File: src/rtl/mux_sel_sequencer.sv
// ---------------------------------------------------------------------------
// mux_sel_sequencer
//   Context sequencer feeding the 4-bit select of a PE input mux16x1.
//   A small table of select values is loaded over the config bus while IDLE.
//   On start, entries 0..len are stepped through one per cycle. This is
//   repeated for iters+1 passes. Then done pulses and the block returns to IDLE.
//
// Optional feature (macro MUX_SEQ_OUT_REG_EN):
//   When defined, s and ctx_idx are registered, which adds one cycle of
//   latency. done is delayed by the same cycle so it stays aligned with the
//   last select.
//
// Ports
//   i_clk        clock, rising edge
//   i_rst        synchronous reset, active-high
//   i_cfg_we     table write strobe (IDLE only; raises o_cfg_err in RUN)
//   i_cfg_addr   table write address
//   i_cfg_data   table write data
//   i_cfg_len    last active entry index, latched at start
//   i_cfg_iters  number of passes minus 1, latched at start
//   i_start      begin a sequence (ignored outside IDLE)
//   i_stall      freeze the sequencer for this cycle
//   o_s          select value driven to the mux
//   o_ctx_idx    current table pointer
//   o_running    high while in RUN
//   o_done       one-cycle pulse after the final entry of the final pass
//   o_cfg_err    one-cycle pulse after a write attempt outside IDLE
// ---------------------------------------------------------------------------
module mux_sel_sequencer #(
    parameter int SEL_W  = 4,
    parameter int DEPTH  = 8,
    parameter int PTR_W  = 3,
    parameter int ITER_W = 8
) (
    input  logic              i_clk,
    input  logic              i_rst,
    input  logic              i_cfg_we,
    input  logic [PTR_W-1:0]  i_cfg_addr,
    input  logic [SEL_W-1:0]  i_cfg_data,
    input  logic [PTR_W-1:0]  i_cfg_len,
    input  logic [ITER_W-1:0] i_cfg_iters,
    input  logic              i_start,
    input  logic              i_stall,
    output logic [SEL_W-1:0]  o_s,
    output logic [PTR_W-1:0]  o_ctx_idx,
    output logic              o_running,
    output logic              o_done,
    output logic              o_cfg_err
);

    typedef enum logic {ST_IDLE = 1'b0, ST_RUN = 1'b1} state_t;

    state_t              r_state, w_state_nxt;
    logic [SEL_W-1:0]    r_table [DEPTH];
    logic [PTR_W-1:0]    r_ptr, w_ptr_nxt;
    logic [ITER_W-1:0]   r_pass_cnt, w_pass_nxt;
    logic [PTR_W-1:0]    r_len_q;
    logic [ITER_W-1:0]   r_iters_q;
    logic                r_done, w_done_nxt;
    logic                r_cfg_err, w_cfg_err_nxt;
    logic                w_tbl_we;
    logic                w_latch;
    logic [SEL_W-1:0]    w_sel;
    logic [PTR_W-1:0]    w_idx;

    // Next-state / control
    always_comb begin
        w_state_nxt   = r_state;
        w_ptr_nxt     = r_ptr;
        w_pass_nxt    = r_pass_cnt;
        w_done_nxt    = 1'b0;
        w_tbl_we      = 1'b0;
        w_latch       = 1'b0;
        w_cfg_err_nxt = 1'b0;
        case (r_state)
            ST_IDLE: begin
                // A write that coincides with start still lands in the table.
                w_tbl_we = i_cfg_we;
                if (i_start) begin
                    w_state_nxt = ST_RUN;
                    w_ptr_nxt   = '0;
                    w_pass_nxt  = '0;
                    w_latch     = 1'b1;
                end
            end
            ST_RUN: begin
                w_cfg_err_nxt = i_cfg_we;
                // Stall has priority, even over the terminal condition.
                if (!i_stall) begin
                    if (r_ptr != r_len_q) begin
                        w_ptr_nxt = PTR_W'(r_ptr + 1'b1);
                    end else if (r_pass_cnt < r_iters_q) begin
                        w_ptr_nxt  = '0;
                        w_pass_nxt = ITER_W'(r_pass_cnt + 1'b1);
                    end else begin
                        w_state_nxt = ST_IDLE;
                        w_ptr_nxt   = '0;
                        w_done_nxt  = 1'b1;
                    end
                end
            end
            default: w_state_nxt = ST_IDLE;
        endcase
    end

    always_ff @(posedge i_clk) begin
        if (i_rst) begin
            r_state    <= ST_IDLE;
            r_ptr      <= '0;
            r_pass_cnt <= '0;
            r_len_q    <= '0;
            r_iters_q  <= '0;
            r_done     <= 1'b0;
            r_cfg_err  <= 1'b0;
        end else begin
            r_state    <= w_state_nxt;
            r_ptr      <= w_ptr_nxt;
            r_pass_cnt <= w_pass_nxt;
            r_done     <= w_done_nxt;
            r_cfg_err  <= w_cfg_err_nxt;
            if (w_latch) begin
                r_len_q   <= i_cfg_len;
                r_iters_q <= i_cfg_iters;
            end
        end
    end

    // Context table, cleared by reset
    always_ff @(posedge i_clk) begin
        if (i_rst) begin
            for (int i = 0; i < DEPTH; i++) r_table[i] <= '0;
        end else if (w_tbl_we) begin
            r_table[i_cfg_addr] <= i_cfg_data;
        end
    end

    // Select and pointer are forced to 0 outside RUN
    assign w_sel = (r_state == ST_RUN) ? r_table[r_ptr] : '0;
    assign w_idx = (r_state == ST_RUN) ? r_ptr : '0;

    assign o_running = (r_state == ST_RUN);
    assign o_cfg_err = r_cfg_err;

`ifdef MUX_SEQ_OUT_REG_EN
    logic [SEL_W-1:0] r_s_q;
    logic [PTR_W-1:0] r_idx_q;
    logic             r_done_d;

    always_ff @(posedge i_clk) begin
        if (i_rst) begin
            r_s_q    <= '0;
            r_idx_q  <= '0;
            r_done_d <= 1'b0;
        end else begin
            r_s_q    <= w_sel;
            r_idx_q  <= w_idx;
            r_done_d <= r_done;
        end
    end

    assign o_s       = r_s_q;
    assign o_ctx_idx = r_idx_q;
    assign o_done    = r_done_d;
`else
    assign o_s       = w_sel;
    assign o_ctx_idx = w_idx;
    assign o_done    = r_done;
`endif

endmodule

File: config.mk
export PLATFORM = sky130hd
export DESIGN_NAME = mux_sel_sequencer
export DESIGN_NICKNAME = d
export VERILOG_FILES = /design/src/rtl/mux_sel_sequencer.sv
export SDC_FILE = /design/constraint.sdc
export NUM_CORES = 1
export LEC_CHECK = 0
export ABC_CLOCK_PERIOD_IN_PS = 4250
export BUFFER_PORTS_ARGS = -buffer_cell sky130_fd_sc_hd__buf_4
export CAP_MARGIN = 20
export CELL_PAD_IN_SITES_DETAIL_PLACEMENT = 1
export CELL_PAD_IN_SITES_GLOBAL_PLACEMENT = 1
export CORE_MARGIN = 2
export CORE_UTILIZATION = 25
export CTS_CLUSTER_DIAMETER = 30
export DETAILED_ROUTE_END_ITERATION = 8
export GPL_ROUTABILITY_DRIVEN = 0
export PLACE_DENSITY_LB_ADDON = 0.1
export REMOVE_ABC_BUFFERS = 1
export SETUP_SLACK_MARGIN = 0.15
export SYNTH_ARGS = -nofsm -noshare
export SYNTH_HDL_FRONTEND = slang
export SYNTH_SLANG_ARGS = --single-unit
File: constraint.sdc
create_clock -name i_clk -period 4.25 [get_ports i_clk]
set_input_delay 0.425 -clock i_clk [delete_from_list [all_inputs] [get_ports i_clk]]
set_output_delay 0.425 -clock i_clk [all_outputs]
set_load 0.01 [all_outputs]
Word-level counts from Yosys, hierarchy flattened --
Memories as Yosys holds them, arrays and structs flattened. A register that Yosys moved wholly into a read port is not among the register bits. Cells that the tools add are included.
Storage, ports and cells: bits of input ports 23, logic and storage cells 51, output and inout port bits 10, memories 1, bits in writable memories 32, register bits 25
Memory list:
- r_table | depth 8, bits a word 4, rd ports 1, clocked after Yosys merged registers in 1, write ports 8, line 54 | logic [SEL_W-1:0] r_table [DEPTH];
Cells by class: reductions and logical operators 5, order comparisons 1, bitwise operators 1, add/sub/neg operators 2, equal/unequal tests 5, mux-type cells 29
Operators with widths (count):
- $mux 8 | 4
- $mux 3 | 7
- $pmux 8 s2 | 1
- $mux 1 | 13
- $add 8x1->8 const B | 1
- $lt 8x8->1 | 1
- $mux 4 | 2
- $reduce_or 4->1 | 2
- $ne 2x2->1 const B | 3
- $pmux 3 s2 | 1
- $reduce_and 4->1 | 1
- $add 3x1->3 const B | 1
- $ne 3x3->1 | 1
- $ne 2x1->1 const B | 1
- $pmux 1 s2 | 1
- $reduce_and 2->1 | 1
- $reduce_or 2->1 | 1
- $not 1->1 | 1

Longest topological paths before layout --
depth after elaboration 6, depth in mapped cells 8, gate-level depth less buffers 7

Worst setup path after synthesis --
OpenSTA, ideal clock, no wires.
path type reg-to-reg, start reg r_pass_cnt[2], end reg r_pass_cnt[6], arrival 1699 ps, slack 2436 ps, cell stages (with the launch flop) 7, required time 4135 ps, setup time 115 ps, period minus slack after synthesis 1814 ps, path buffers 0, path through dfxtp_1 > ha_1 > a211oi_2 > o21ai_2 > a2111oi_1 > o211ai_1 > and2_1
Between the ends: word-level cells in the longest chain between the ends 5, elaborated cells on any way between the ends 8, classes of those cells add/sub (1); order compare (1); eq/ne (1); mux (4); reduce/logical (1)
Ends and longest elaborated chain:
- start: declaration | line 56 | logic [ITER_W-1:0] r_pass_cnt, w_pass_nxt;
- start signal: assignment | line 118 | r_pass_cnt <= w_pass_nxt;
- $add 8x1->8 | line 94 | w_pass_nxt = ITER_W'(r_pass_cnt + 1'b1);
- $mux 8 | line 92 | end else if (r_pass_cnt < r_iters_q) begin
- $mux 8 | line 90 | if (r_ptr != r_len_q) begin
- $mux 8 | line 89 | if (!i_stall) begin
- $pmux 8 s2 | line 75 | case (r_state)
Several ways; a longest one is shown, not always the timed one. The select of a mux whose other input is x is not followed. A chain may end at the register's enable or synchronous reset.

==> impl_results.md <==
* Fin crit period at 2.383 ns
* Mapped Cells at 267
* Area added between synthesis and finish at 23.99%
* CTS max path bufs at 2
* Avg WL per Cell at 16.12 µm
* Period utilization at 0.5607
* Resized Gates After CTS at 0
* RSZ-0062 raised after global routing: no
* Crit end category: primary output
* Async set-reset flop share out of synthesis at 0
* Place WS at 2.002 ns
* ANT nets after route at 0
* Antenna diode count at 0
* PortBufs at 32
* Gr ovfl total at 0
* # IOs at 33
* P per Cell Area at 446.8 mW/mm²
* Die Y at 112.1 µm
* CTS buffer count at 9
* H-tree depth at 3
* Most frequent cells in the layout: and2_1 (38), buf_4 (33), edfxtp_1 (32)
* # DRC at 0
* First-pass GRT wire length at 11820 µm
* Rel. slew slack at 0.5756
* Ys flop type: edfxtp_1
* Hold Vio Cnt, Final at 0
* Fmax achieved at 0.4197 GHz
* Final setup margin at 1.867 ns
* HP Class: primary input to flop
* Vias in the first global route at 2198
* Critical Path Start Type: flop
* Total of max-cap violations at 0
* Drt pass-1 iters at 4
* Initial antenna violation count at 0
* Die X at 112.1 µm
* Vias per inst at 4.519
* CP arrival at 1.96 ns
* Fin nets at 333
* Latest clock arrival within the worst-skew pair at 0.34 ns
* Fin Setup TNS at 0 ns
* Final setup violation count at 0
* Final Skew at 0.005881 ns
* CTS tree: built
* Tightest Pin Transition at 0.6345 ns
* Core Region at 0.01142 mm²
* Clock sinks at 60
* Row count at 39
* Mapped Area at 0.002920 mm²
* Min Hold Slack at 0.3303 ns
* Synth Register Bits at 60
* CTS Hold Bufs at 0
* Syn_area_per_cell at 10.94 µm²
* Synth warnings at 0
* Critical Path Fanout Max at 8
* Fin. max-slew vios at 0
* Crit path required time at 3.83 ns
* Setup Crit Path Kind: flop to primary output
* DRT Wirelength at 7237 µm
* Distinct cell type count of the synthesized netlist at 49
* Fillers at 1311
* Clock root buffer: clkbuf_16
* Full die area at 0.01256 mm²
* DR iter-0 viols at 50
* Initial Util at 0.2558
* Sequential-to-total area share from yosys stat at 0.5210
* Number of synthesized flops with an enable pin at 32
* Post-DP HPWL at 5346 µm
* Total GRT Usage at 0.1251
* # Post-CTS Setup Buffers at 0
* Pin count of the biggest net entering global routing at 26
* Total number of vias at 2029
* Clk slew on worst S/H paths at 0.05 ns
* VDD IR max at 0.0002058 V
* Status: completed
* Most common cell after layout, fill and taps aside: and2_1
* Share of cells above drive strength 1 at 0.2418
* P_leak at 1.357 nW
## state kept, by name, indices dropped and copies added, names as in the netlist, named ones only
signal      count
r_table        32
r_ptr           3
o_done          1
o_cfg_err       1
r_pass_cnt      8
o_running       1
r_iters_q       8
r_len_q         3
## cells by family after synthesis
| group | count (synthesis) | synth area share |
|---|---|---|
| AND/OR/NAND/NOR | 119 | 0.2134 |
| flip-flops | 60 | 0.5210 |
| AO/OA/AOI/OAI | 40 | 0.1020 |
| buffers and inverters | 21 | 0.03128 |
| multiplexers | 13 | 0.07883 |
| adder cells (fa/ha/maj) | 9 | 0.03856 |
| XOR/XNOR | 5 | 0.01500 |
## worst max-delay path, cell delays in order (launching register included)
cell	delay (ns)
dfxtp_1	0.64
mux4_2	0.59
mux2i_1	0.15
nor2_1	0.09
buf_4	0.16
## per-stage QoR
step                      cell area, µm²  power [W]  std cells    util
after global placement              3297  0.0008356        433  0.2887
after detailed placement            3297  0.0008381        433  0.2887
after global routing                3621   0.001689        449  0.3171
after CTS                           3621   0.001647        449  0.3171
final                               3621   0.001618        449  0.3171
after floorplan                     2870  0.0007664        257       -
## where the power goes
part	leakage, nW	internal (W)	switching, W
logic	0.643	0.0000692	0.0000840
registers	0.558	0.000639	0.0000271
clock network	0.156	0.000516	0.000283
## synthesized netlist by cell type, drive strengths merged (4+ instances only)
master / n / area [µm²]
inv: 11 / 41.29
nand2: 30 / 112.6
dfxtp: 28 / 560.5
edfxtp: 32 / 960.9
ha: 9 / 112.6
nand3: 4 / 20.02
mux2i: 5 / 50.05
o21ai: 5 / 40.04
nand4: 4 / 25.02
mux4: 8 / 180.2
clkbuf: 7 / 26.28
xnor2: 4 / 35.03
or2: 8 / 50.05
nor2: 20 / 75.07
and2: 39 / 244.0
a21oi: 14 / 73.82
## cell type report
class                   instances  area (µm²)  area share
inverters                      11       41.29     0.01140
clock inverters                 7       98.84     0.02730
clock buffers                   9       225.2     0.06220
repair buffers                 33       247.7     0.06842
flip-flops and latches         60        1521      0.4202
multi-input cells             186        1308      0.3611
well taps                     143       178.9     0.04941
## layer usage
layer	part of all wire	track usage
met2	0.52	0.2157
met3	0.036	0.03996
met1	0.43	0.1470
met5	0	0
met4	0.013	0.04390
## final timing paths
| path | startpoint | end | slack [ns] | cells after the start |
|---|---|---|---|---|
| setup reg to reg | r_pass_cnt[2] | r_pass_cnt[4] | 1.94 | 6 |
| hold reg to reg | r_iters_q[0] | r_iters_q[0] | 0.46 | 2 |
| hold / removal | i_cfg_we | o_cfg_err | 0.33 | 2 |
| setup / recovery | flop | o_s[2] | 1.87 | 4 |
No activity file was read; power rests on OpenSTA's default activity.
